[config.mk]
export PLATFORM = sky130hd
export DESIGN_NAME = id_ex_stage_flat
export DESIGN_NICKNAME = d
export VERILOG_FILES = /design/src/rtl/ctrl_pkg.sv /design/src/rtl/id_ex_stage_if.sv /design/src/rtl/hazard_unit.sv /design/src/rtl/id_ex_stage.sv /design/src/flat_wrapper.sv
export SDC_FILE = /design/constraint.sdc
export NUM_CORES = 1
export LEC_CHECK = 0
export CORE_MARGIN = 2
export CORE_UTILIZATION = 40
export CTS_CLUSTER_DIAMETER = 40
export DETAILED_ROUTE_END_ITERATION = 12
export HOLD_SLACK_MARGIN = 0.06
export PLACE_DENSITY = 0.75
export SKIP_CTS_REPAIR_TIMING = 1
export SLEW_MARGIN = 20
export SYNTH_ARGS = -nofsm -noshare
export SYNTH_HDL_FRONTEND = slang
export SYNTH_SLANG_ARGS = --single-unit
[constraint.sdc]
create_clock -name iClk -period 1.9 [get_ports iClk]
set_input_delay 0.38 -clock iClk [delete_from_list [all_inputs] [get_ports iClk]]
set_output_delay 0.38 -clock iClk [all_outputs]
set_load 0.02 [all_outputs]
[src/rtl/ctrl_pkg.sv]
// Control-bundle definitions shared by the decoder, the ID/EX register and the EX stage.
// Opcodes, ALU-class encodings and the packed control bundle layout live here.
package ctrl_pkg;

   localparam logic [6:0] OP_LUI    = 7'b0110111;
   localparam logic [6:0] OP_AUIPC  = 7'b0010111;
   localparam logic [6:0] OP_JAL    = 7'b1101111;
   localparam logic [6:0] OP_JALR   = 7'b1100111;
   localparam logic [6:0] OP_BRANCH = 7'b1100011;
   localparam logic [6:0] OP_LOAD   = 7'b0000011;
   localparam logic [6:0] OP_STORE  = 7'b0100011;
   localparam logic [6:0] OP_IMM    = 7'b0010011;
   localparam logic [6:0] OP_REG    = 7'b0110011;

   localparam logic [2:0] ALU_ADD    = 3'b000;
   localparam logic [2:0] ALU_BRANCH = 3'b001;
   localparam logic [2:0] ALU_RTYPE  = 3'b010;
   localparam logic [2:0] ALU_ITYPE  = 3'b011;

   // Bit offsets of each field inside the packed bundle (LSB first).
   localparam int CTRL_W           = 13;
   localparam int CTRL_ALUOP_LSB   = 0;
   localparam int CTRL_JUMP        = 3;
   localparam int CTRL_BRANCH      = 4;
   localparam int CTRL_REGWRITE    = 5;
   localparam int CTRL_ALUSRC2     = 6;
   localparam int CTRL_ALUSRC1     = 7;
   localparam int CTRL_MEMTOREG    = 8;
   localparam int CTRL_MEMWR       = 9;
   localparam int CTRL_MEMRD       = 10;
   localparam int CTRL_PCSRC       = 11;
   localparam int CTRL_LUI         = 12;

   typedef struct packed {
      logic       lui;
      logic       pc_src;
      logic       mem_rd;
      logic       mem_wr;
      logic       mem_to_reg;
      logic       alu_src1;
      logic       alu_src2;
      logic       reg_write;
      logic       branch;
      logic       jump;
      logic [2:0] alu_op;
   } ctrl_t;

   localparam ctrl_t CTRL_BUBBLE = ctrl_t'({CTRL_W{1'b0}});

endpackage

[src/rtl/id_ex_stage_if.sv]
// Decode-to-execute bus: decode-side inputs and the registered EX-slot outputs.
interface id_ex_stage_if #(
   parameter int XLEN  = 32,
   parameter int CNT_W = 16
);
   logic             iValid;
   logic             iLui, iPcSrc, iMemRd, iMemWr, iMemtoReg;
   logic             iAluSrc1, iAluSrc2, iRegWrite, iBranch, iJump;
   logic [2:0]       iAluOp;
   logic [XLEN-1:0]  iPc, iRs1Data, iRs2Data, iImm;
   logic [4:0]       iRs1, iRs2, iRd;
   logic [2:0]       iFunct3;
   logic             iFunct7b5;
   logic             iExStall;
   logic             iFlush;

   logic             oValid;
   logic             oLui, oPcSrc, oMemRd, oMemWr, oMemtoReg;
   logic             oAluSrc1, oAluSrc2, oRegWrite, oBranch, oJump;
   logic [2:0]       oAluOp;
   logic [XLEN-1:0]  oPc, oRs1Data, oRs2Data, oImm;
   logic [4:0]       oRs1, oRs2, oRd;
   logic [2:0]       oFunct3;
   logic             oFunct7b5;
   logic             oStall;
   logic [CNT_W-1:0] oBubbleCnt;

   modport master (
      output iValid, iLui, iPcSrc, iMemRd, iMemWr, iMemtoReg, iAluSrc1, iAluSrc2,
             iRegWrite, iBranch, iJump, iAluOp, iPc, iRs1Data, iRs2Data, iImm,
             iRs1, iRs2, iRd, iFunct3, iFunct7b5, iExStall, iFlush,
      input  oValid, oLui, oPcSrc, oMemRd, oMemWr, oMemtoReg, oAluSrc1, oAluSrc2,
             oRegWrite, oBranch, oJump, oAluOp, oPc, oRs1Data, oRs2Data, oImm,
             oRs1, oRs2, oRd, oFunct3, oFunct7b5, oStall, oBubbleCnt
   );

   modport slave (
      input  iValid, iLui, iPcSrc, iMemRd, iMemWr, iMemtoReg, iAluSrc1, iAluSrc2,
             iRegWrite, iBranch, iJump, iAluOp, iPc, iRs1Data, iRs2Data, iImm,
             iRs1, iRs2, iRd, iFunct3, iFunct7b5, iExStall, iFlush,
      output oValid, oLui, oPcSrc, oMemRd, oMemWr, oMemtoReg, oAluSrc1, oAluSrc2,
             oRegWrite, oBranch, oJump, oAluOp, oPc, oRs1Data, oRs2Data, oImm,
             oRs1, oRs2, oRd, oFunct3, oFunct7b5, oStall, oBubbleCnt
   );
endinterface

[src/rtl/hazard_unit.sv]
// Load-use hazard detection between the decode instruction and the load sitting in EX.
module hazard_unit (
   input  logic       valid,
   input  logic       lui,
   input  logic       alu_src1,
   input  logic       alu_src2,
   input  logic       mem_wr,
   input  logic [4:0] rs1,
   input  logic [4:0] rs2,
   input  logic       ex_valid,
   input  logic       ex_mem_rd,
   input  logic [4:0] ex_rd,
   output logic       load_use
);
   logic use_rs1_s;
   logic use_rs2_s;

   // LUI/AUIPC/JAL take no rs1; stores read rs2 even though operand B is the immediate.
   assign use_rs1_s = ~(lui | alu_src1);
   assign use_rs2_s = ~lui & (~alu_src2 | mem_wr);

   assign load_use = valid & ex_valid & ex_mem_rd & (ex_rd != 5'd0) &
                     ((use_rs1_s & (ex_rd == rs1)) | (use_rs2_s & (ex_rd == rs2)));
endmodule

[src/rtl/id_ex_stage.sv]
// ID/EX pipeline register with load-use bubble insertion, hold/flush handling
// and a saturating count of load-use bubbles.
module id_ex_stage #(
   parameter int XLEN  = 32,
   parameter int CNT_W = 16
) (
   input logic           iClk,
   input logic           iRst,
   id_ex_stage_if.slave  bus
);
   import ctrl_pkg::*;

   localparam logic [CNT_W-1:0] CNT_MAX = {CNT_W{1'b1}};
   localparam logic [CNT_W-1:0] CNT_ONE = {{(CNT_W-1){1'b0}}, 1'b1};

   ctrl_t            ctrl_in_s;
   ctrl_t            ctrl_r;
   logic             load_use_s;
   logic             valid_r;
   logic [XLEN-1:0]  pc_r, rs1_data_r, rs2_data_r, imm_r;
   logic [4:0]       rs1_r, rs2_r, rd_r;
   logic [2:0]       funct3_r;
   logic             funct7b5_r;
   logic [CNT_W-1:0] bubble_cnt_r;

   assign ctrl_in_s = '{lui:        bus.iLui,
                        pc_src:     bus.iPcSrc,
                        mem_rd:     bus.iMemRd,
                        mem_wr:     bus.iMemWr,
                        mem_to_reg: bus.iMemtoReg,
                        alu_src1:   bus.iAluSrc1,
                        alu_src2:   bus.iAluSrc2,
                        reg_write:  bus.iRegWrite,
                        branch:     bus.iBranch,
                        jump:       bus.iJump,
                        alu_op:     bus.iAluOp};

   hazard_unit u_hazard (
      .valid     (bus.iValid),
      .lui       (bus.iLui),
      .alu_src1  (bus.iAluSrc1),
      .alu_src2  (bus.iAluSrc2),
      .mem_wr    (bus.iMemWr),
      .rs1       (bus.iRs1),
      .rs2       (bus.iRs2),
      .ex_valid  (valid_r),
      .ex_mem_rd (ctrl_r.mem_rd),
      .ex_rd     (rd_r),
      .load_use  (load_use_s)
   );

   // Pipeline register bank: reset > flush > hold > load-use bubble > load.
   always_ff @(posedge iClk) begin
      if (iRst) begin
         valid_r      <= 1'b0;
         ctrl_r       <= CTRL_BUBBLE;
         pc_r         <= {XLEN{1'b0}};
         rs1_data_r   <= {XLEN{1'b0}};
         rs2_data_r   <= {XLEN{1'b0}};
         imm_r        <= {XLEN{1'b0}};
         rs1_r        <= 5'd0;
         rs2_r        <= 5'd0;
         rd_r         <= 5'd0;
         funct3_r     <= 3'd0;
         funct7b5_r   <= 1'b0;
         bubble_cnt_r <= {CNT_W{1'b0}};
      end else if (bus.iFlush) begin
         valid_r <= 1'b0;
         ctrl_r  <= CTRL_BUBBLE;
      end else if (bus.iExStall) begin
         valid_r <= valid_r;
      end else if (load_use_s) begin
         valid_r <= 1'b0;
         ctrl_r  <= CTRL_BUBBLE;
         if (bubble_cnt_r != CNT_MAX) begin
            bubble_cnt_r <= bubble_cnt_r + CNT_ONE;
         end else begin
            bubble_cnt_r <= bubble_cnt_r;
         end
      end else begin
         valid_r    <= bus.iValid;
         ctrl_r     <= bus.iValid ? ctrl_in_s : CTRL_BUBBLE;
         pc_r       <= bus.iPc;
         rs1_data_r <= bus.iRs1Data;
         rs2_data_r <= bus.iRs2Data;
         imm_r      <= bus.iImm;
         rs1_r      <= bus.iRs1;
         rs2_r      <= bus.iRs2;
         rd_r       <= bus.iRd;
         funct3_r   <= bus.iFunct3;
         funct7b5_r <= bus.iFunct7b5;
      end
   end

   // A flush overrides any stall so the corrected fetch can proceed.
   assign bus.oStall     = ~iRst & ~bus.iFlush & (load_use_s | bus.iExStall);

   assign bus.oValid     = valid_r;
   assign bus.oLui       = ctrl_r.lui;
   assign bus.oPcSrc     = ctrl_r.pc_src;
   assign bus.oMemRd     = ctrl_r.mem_rd;
   assign bus.oMemWr     = ctrl_r.mem_wr;
   assign bus.oMemtoReg  = ctrl_r.mem_to_reg;
   assign bus.oAluSrc1   = ctrl_r.alu_src1;
   assign bus.oAluSrc2   = ctrl_r.alu_src2;
   assign bus.oRegWrite  = ctrl_r.reg_write;
   assign bus.oBranch    = ctrl_r.branch;
   assign bus.oJump      = ctrl_r.jump;
   assign bus.oAluOp     = ctrl_r.alu_op;
   assign bus.oPc        = pc_r;
   assign bus.oRs1Data   = rs1_data_r;
   assign bus.oRs2Data   = rs2_data_r;
   assign bus.oImm       = imm_r;
   assign bus.oRs1       = rs1_r;
   assign bus.oRs2       = rs2_r;
   assign bus.oRd        = rd_r;
   assign bus.oFunct3    = funct3_r;
   assign bus.oFunct7b5  = funct7b5_r;
   assign bus.oBubbleCnt = bubble_cnt_r;
endmodule

[src/flat_wrapper.sv]
// flat-port wrapper written by rule: the top's interface ports become plain ports
module id_ex_stage_flat import ctrl_pkg::*;
#(
   parameter int XLEN  = 32,
   parameter int CNT_W = 16
)
  (iClk, iRst, bus_iValid, bus_iLui, bus_iPcSrc, bus_iMemRd, bus_iMemWr, bus_iMemtoReg, bus_iAluSrc1, bus_iAluSrc2, bus_iRegWrite, bus_iBranch, bus_iJump, bus_iAluOp, bus_iPc, bus_iRs1Data, bus_iRs2Data, bus_iImm, bus_iRs1, bus_iRs2, bus_iRd, bus_iFunct3, bus_iFunct7b5, bus_iExStall, bus_iFlush, bus_oValid, bus_oLui, bus_oPcSrc, bus_oMemRd, bus_oMemWr, bus_oMemtoReg, bus_oAluSrc1, bus_oAluSrc2, bus_oRegWrite, bus_oBranch, bus_oJump, bus_oAluOp, bus_oPc, bus_oRs1Data, bus_oRs2Data, bus_oImm, bus_oRs1, bus_oRs2, bus_oRd, bus_oFunct3, bus_oFunct7b5, bus_oStall, bus_oBubbleCnt);
  id_ex_stage_if #(.XLEN(XLEN), .CNT_W(CNT_W)) bus_i ();
  input logic iClk;
  input logic iRst;
  input wire logic [$bits(bus_i.iValid)-1:0] bus_iValid;
  input wire logic [$bits(bus_i.iLui)-1:0] bus_iLui;
  input wire logic [$bits(bus_i.iPcSrc)-1:0] bus_iPcSrc;
  input wire logic [$bits(bus_i.iMemRd)-1:0] bus_iMemRd;
  input wire logic [$bits(bus_i.iMemWr)-1:0] bus_iMemWr;
  input wire logic [$bits(bus_i.iMemtoReg)-1:0] bus_iMemtoReg;
  input wire logic [$bits(bus_i.iAluSrc1)-1:0] bus_iAluSrc1;
  input wire logic [$bits(bus_i.iAluSrc2)-1:0] bus_iAluSrc2;
  input wire logic [$bits(bus_i.iRegWrite)-1:0] bus_iRegWrite;
  input wire logic [$bits(bus_i.iBranch)-1:0] bus_iBranch;
  input wire logic [$bits(bus_i.iJump)-1:0] bus_iJump;
  input wire logic [$bits(bus_i.iAluOp)-1:0] bus_iAluOp;
  input wire logic [$bits(bus_i.iPc)-1:0] bus_iPc;
  input wire logic [$bits(bus_i.iRs1Data)-1:0] bus_iRs1Data;
  input wire logic [$bits(bus_i.iRs2Data)-1:0] bus_iRs2Data;
  input wire logic [$bits(bus_i.iImm)-1:0] bus_iImm;
  input wire logic [$bits(bus_i.iRs1)-1:0] bus_iRs1;
  input wire logic [$bits(bus_i.iRs2)-1:0] bus_iRs2;
  input wire logic [$bits(bus_i.iRd)-1:0] bus_iRd;
  input wire logic [$bits(bus_i.iFunct3)-1:0] bus_iFunct3;
  input wire logic [$bits(bus_i.iFunct7b5)-1:0] bus_iFunct7b5;
  input wire logic [$bits(bus_i.iExStall)-1:0] bus_iExStall;
  input wire logic [$bits(bus_i.iFlush)-1:0] bus_iFlush;
  output wire logic [$bits(bus_i.oValid)-1:0] bus_oValid;
  output wire logic [$bits(bus_i.oLui)-1:0] bus_oLui;
  output wire logic [$bits(bus_i.oPcSrc)-1:0] bus_oPcSrc;
  output wire logic [$bits(bus_i.oMemRd)-1:0] bus_oMemRd;
  output wire logic [$bits(bus_i.oMemWr)-1:0] bus_oMemWr;
  output wire logic [$bits(bus_i.oMemtoReg)-1:0] bus_oMemtoReg;
  output wire logic [$bits(bus_i.oAluSrc1)-1:0] bus_oAluSrc1;
  output wire logic [$bits(bus_i.oAluSrc2)-1:0] bus_oAluSrc2;
  output wire logic [$bits(bus_i.oRegWrite)-1:0] bus_oRegWrite;
  output wire logic [$bits(bus_i.oBranch)-1:0] bus_oBranch;
  output wire logic [$bits(bus_i.oJump)-1:0] bus_oJump;
  output wire logic [$bits(bus_i.oAluOp)-1:0] bus_oAluOp;
  output wire logic [$bits(bus_i.oPc)-1:0] bus_oPc;
  output wire logic [$bits(bus_i.oRs1Data)-1:0] bus_oRs1Data;
  output wire logic [$bits(bus_i.oRs2Data)-1:0] bus_oRs2Data;
  output wire logic [$bits(bus_i.oImm)-1:0] bus_oImm;
  output wire logic [$bits(bus_i.oRs1)-1:0] bus_oRs1;
  output wire logic [$bits(bus_i.oRs2)-1:0] bus_oRs2;
  output wire logic [$bits(bus_i.oRd)-1:0] bus_oRd;
  output wire logic [$bits(bus_i.oFunct3)-1:0] bus_oFunct3;
  output wire logic [$bits(bus_i.oFunct7b5)-1:0] bus_oFunct7b5;
  output wire logic [$bits(bus_i.oStall)-1:0] bus_oStall;
  output wire logic [$bits(bus_i.oBubbleCnt)-1:0] bus_oBubbleCnt;
  assign bus_i.iValid = bus_iValid;
  assign bus_i.iLui = bus_iLui;
  assign bus_i.iPcSrc = bus_iPcSrc;
  assign bus_i.iMemRd = bus_iMemRd;
  assign bus_i.iMemWr = bus_iMemWr;
  assign bus_i.iMemtoReg = bus_iMemtoReg;
  assign bus_i.iAluSrc1 = bus_iAluSrc1;
  assign bus_i.iAluSrc2 = bus_iAluSrc2;
  assign bus_i.iRegWrite = bus_iRegWrite;
  assign bus_i.iBranch = bus_iBranch;
  assign bus_i.iJump = bus_iJump;
  assign bus_i.iAluOp = bus_iAluOp;
  assign bus_i.iPc = bus_iPc;
  assign bus_i.iRs1Data = bus_iRs1Data;
  assign bus_i.iRs2Data = bus_iRs2Data;
  assign bus_i.iImm = bus_iImm;
  assign bus_i.iRs1 = bus_iRs1;
  assign bus_i.iRs2 = bus_iRs2;
  assign bus_i.iRd = bus_iRd;
  assign bus_i.iFunct3 = bus_iFunct3;
  assign bus_i.iFunct7b5 = bus_iFunct7b5;
  assign bus_i.iExStall = bus_iExStall;
  assign bus_i.iFlush = bus_iFlush;
  assign bus_oValid = bus_i.oValid;
  assign bus_oLui = bus_i.oLui;
  assign bus_oPcSrc = bus_i.oPcSrc;
  assign bus_oMemRd = bus_i.oMemRd;
  assign bus_oMemWr = bus_i.oMemWr;
  assign bus_oMemtoReg = bus_i.oMemtoReg;
  assign bus_oAluSrc1 = bus_i.oAluSrc1;
  assign bus_oAluSrc2 = bus_i.oAluSrc2;
  assign bus_oRegWrite = bus_i.oRegWrite;
  assign bus_oBranch = bus_i.oBranch;
  assign bus_oJump = bus_i.oJump;
  assign bus_oAluOp = bus_i.oAluOp;
  assign bus_oPc = bus_i.oPc;
  assign bus_oRs1Data = bus_i.oRs1Data;
  assign bus_oRs2Data = bus_i.oRs2Data;
  assign bus_oImm = bus_i.oImm;
  assign bus_oRs1 = bus_i.oRs1;
  assign bus_oRs2 = bus_i.oRs2;
  assign bus_oRd = bus_i.oRd;
  assign bus_oFunct3 = bus_i.oFunct3;
  assign bus_oFunct7b5 = bus_i.oFunct7b5;
  assign bus_oStall = bus_i.oStall;
  assign bus_oBubbleCnt = bus_i.oBubbleCnt;
  id_ex_stage #(.XLEN(XLEN), .CNT_W(CNT_W)) u_core (.iClk(iClk), .iRst(iRst), .bus(bus_i));
endmodule
==> metrics <==
status finished with violations; failing checks negative setup slack; Hold EP u_core.bus.oAluSrc2; min cycle time layout between 2 and 2.5 ns; post-route cell area 0.01473 mm²; worst relative slew slack roughly 66%; fmax between 0.4 and 0.5 GHz; Synth Area per Inst slightly above 7 µm²; placed inst area 0.01363 mm²; via count around 11000; final core utilization 62.56%; CP peak stage delay 0.44 ns; most frequent cells in the layout clkdlybuf4s50_1 (319), nand2_1 (300), dfxtp_1 (172), nor2_1 (161), a21oi_1 (151); Synth Warn # 0; Clock Skews 0.01450 ns; Worst setup EP type output port; vias per inst 5.580; Syn Nets ~1500; fin crit share 113.7%; CTS max path bufs 2; worst reg2reg path endpoint u_core.bus.oBubbleCnt[12]; WL/cell 16.42 µm; TritonCTS buffer count 17; drt initial violations ~850; crit path DAT between 1.5 and 2 ns; Die Span Y between 150 and 200 µm; total gr overflow 0; Post-synth EDFFs 0; P_leak approximately 0.0063 µW; Worst-Skew Late Latency between 0.4 and 0.5 ns; number of diodes 0; Synth async-reset ratio 0%; Buf/Inv on CP 2; Pre-antenna DRT Iters 5; Setup-failing EPs final roughly 120; Setup TNS -6.056 ns; NumNets Final 1787; commonest non-fill, non-tap cell in the layout clkdlybuf4s50_1; hold path start u_core.bus.oAluSrc2; IO buf count 342; RR Startpoint u_core.bus.oRd[4]; Initial Util between 40 and 50%; critical path class primary input to output port; final WL about 32000 µm; initial antenna violation count 0; post-synthesis cell type count 38; Power Density around 700 mW/mm²; fraction of layout cells with a size suffix above 1 10.16%; # IOs approximately 340; Post-Synthesis Cell Area 0.009648 mm²; CP Data Required Time approximately 1.5 ns; area grow syn2layout 52.66%; CP top delay family buffers and inverters; Clock transition at path regs about 0.07 ns; # DRC 0; Die ar. about 0.025 mm²; Hold Crit Class flip-flop to flip-flop; Worst setup SP type primary input; CTS tree done; MaxCap Viol Count 0; Final HPWL DP around 21000 µm; slew at the pin with the worst max-slew slack between 0.5 and 0.6 ns; reg2reg setup slack -0.24 ns; crit-path cells clkdlybuf4s50_1, xor2_1, nor4_2, a22oi_2, nor2_1, o21a_2, buf_6; Yosys reg bits around 180; Crit Path Max Fanout 2; post-route ant nets 0; Reg2Reg Depth 7; Final Hold Fails 0; All-Layer GR Usage 23.14%; vias in the first global route 10013; num rows 56; Worst path slowest cell clkdlybuf4s50_1; unrepaired setup endpoints after global routing true; fin worst setup slack -0.2604 ns; Max VDD drop 0.5033 mV; Mapped Cells 1328; CORE AREA 0.02354 mm²; register area share after synthesis 36.73%; CTS H-Tree Depth 4; first-pass GRT wire length 49470 µm; hold path cells 1; Main synth FF type dfxtp_1; largest net degree at the start of global routing roughly 120; clock sink count roughly 180; GP Congestion ~0.83; Die X between 150 and 200 µm; CTS root buf clkbuf_16; worst hold slack between 0.4 and 0.5 ns; final count of pins violating max slew 0
==> sequential cells by signal, indices dropped and copies added, names as in the netlist, 3 cells and up <==
signal                 count
u_core.bus.oImm           32
u_core.bus.oPc            32
u_core.bus.oRs1Data       32
u_core.bus.oRs2Data       32
u_core.bus.oBubbleCnt     16
u_core.bus.oRd             5
u_core.bus.oRs1            5
u_core.bus.oRs2            5
u_core.bus.oAluOp          3
u_core.bus.oFunct3         3
==> metal layers <==
metal  global-route usage (%)  vias to the layer above  part of all wire (%)
met5                        0                        -                     0
met4                    7.893                        0                   2.9
met3                    6.069                       56                   6.6
met2                    38.28                      365                    47
met1                    29.30                     5117                    43
li1                         -                     5360                     -
==> final cells by class <==
class / instances / area, µm²
timing repair buffer: 413 / 4284
multi-input combinational: 1009 / 5858
fill: 2089 / 8813
clock inverter: 13 / 158.9
clock buffer: 19 / 452.9
inverter: 3 / 16.27
sequential: 177 / 3560
tap: 319 / 399.1
==> how the worst max path moves through the flow <==
stage / startpoint / end / slack, ns / cells past startpoint
after CTS: bus_iRs2[3] / bus_oStall / -0.79 / 7
after floorplan: bus_iRs1[0] / bus_oStall / -0.17 / 8
after global placement: bus_iRs2[3] / bus_oStall / -0.77 / 7
after detailed placement: bus_iRs2[3] / bus_oStall / -0.78 / 7
after global routing: bus_iRs2[1] / bus_oStall / -0.35 / 7
final: bus_iRs2[1] / bus_oStall / -0.26 / 7
==> power by group <==
| part | switching (µW) | total, µW | internal, µW |
|---|---|---|---|
| Sequential | 155 | 4140 | 3990 |
| Combinational | 1140 | 2320 | 1180 |
| Clock | 1730 | 3690 | 1960 |
==> cells by family after synthesis <==
| family | after synthesis | synth area share (%) |
|---|---|---|
| AND/OR/NAND/NOR | 663 | 31.38 |
| AO/OA/AOI/OAI | 324 | 23.54 |
| flip-flops | 177 | 36.73 |
| multiplexers | 11 | 1.271 |
| buffers and inverters | 142 | 6.043 |
| XOR/XNOR | 10 | 0.9078 |
| adder cells (fa/ha/maj) | 1 | 0.1297 |
==> through the flow <==
stage	total power, µW	instances	setup slack [ns]
CTS	10190	1948	-0.7858
floorplan	5307	1328	-0.1658
global route	10600	1953	-0.3517
global placement	6411	1916	-0.7677
finish	10150	1953	-0.2604
detailed placement	6456	1916	-0.7785
==> cells in the mapped netlist (2+ instances only) <==
cell      count  share of area (%)
or3_1         3               0.19
nand4_1      10               0.65
inv_1         3               0.12
a21o_1        2               0.16
buf_6         4               0.47
dfxtp_1     177                 37
a22o_1       13                1.2
o311ai_1    142                 13
o31ai_1       2               0.16
nor2b_1      10               0.65
nor4_1        2               0.13
buf_1         5               0.19
a21oi_1     151                7.8
or4_1         4               0.31
clkbuf_1    114                4.4
nor2_1      162                6.3
buf_2        16               0.83
o311ai_0      7               0.64
nor4_2        5               0.65
and3_1      148                9.6
or2_2         3               0.19
nand3_1       5               0.26
nand2_1     300                 12
nor3_1        7               0.36
o41ai_1       2               0.18
mux2_1       10                1.2
xor2_1       10               0.91
==> worst register-to-register path: cells and delay by family, from the launching register on <==
family,cells,cell delay (ns)
AO/OA/AOI/OAI,2,0.30
flip-flops,1,0.38
AND/OR/NAND/NOR,2,0.84
buffers and inverters,2,0.38
XOR/XNOR,1,0.15
(Power assumes the default switching activity.)
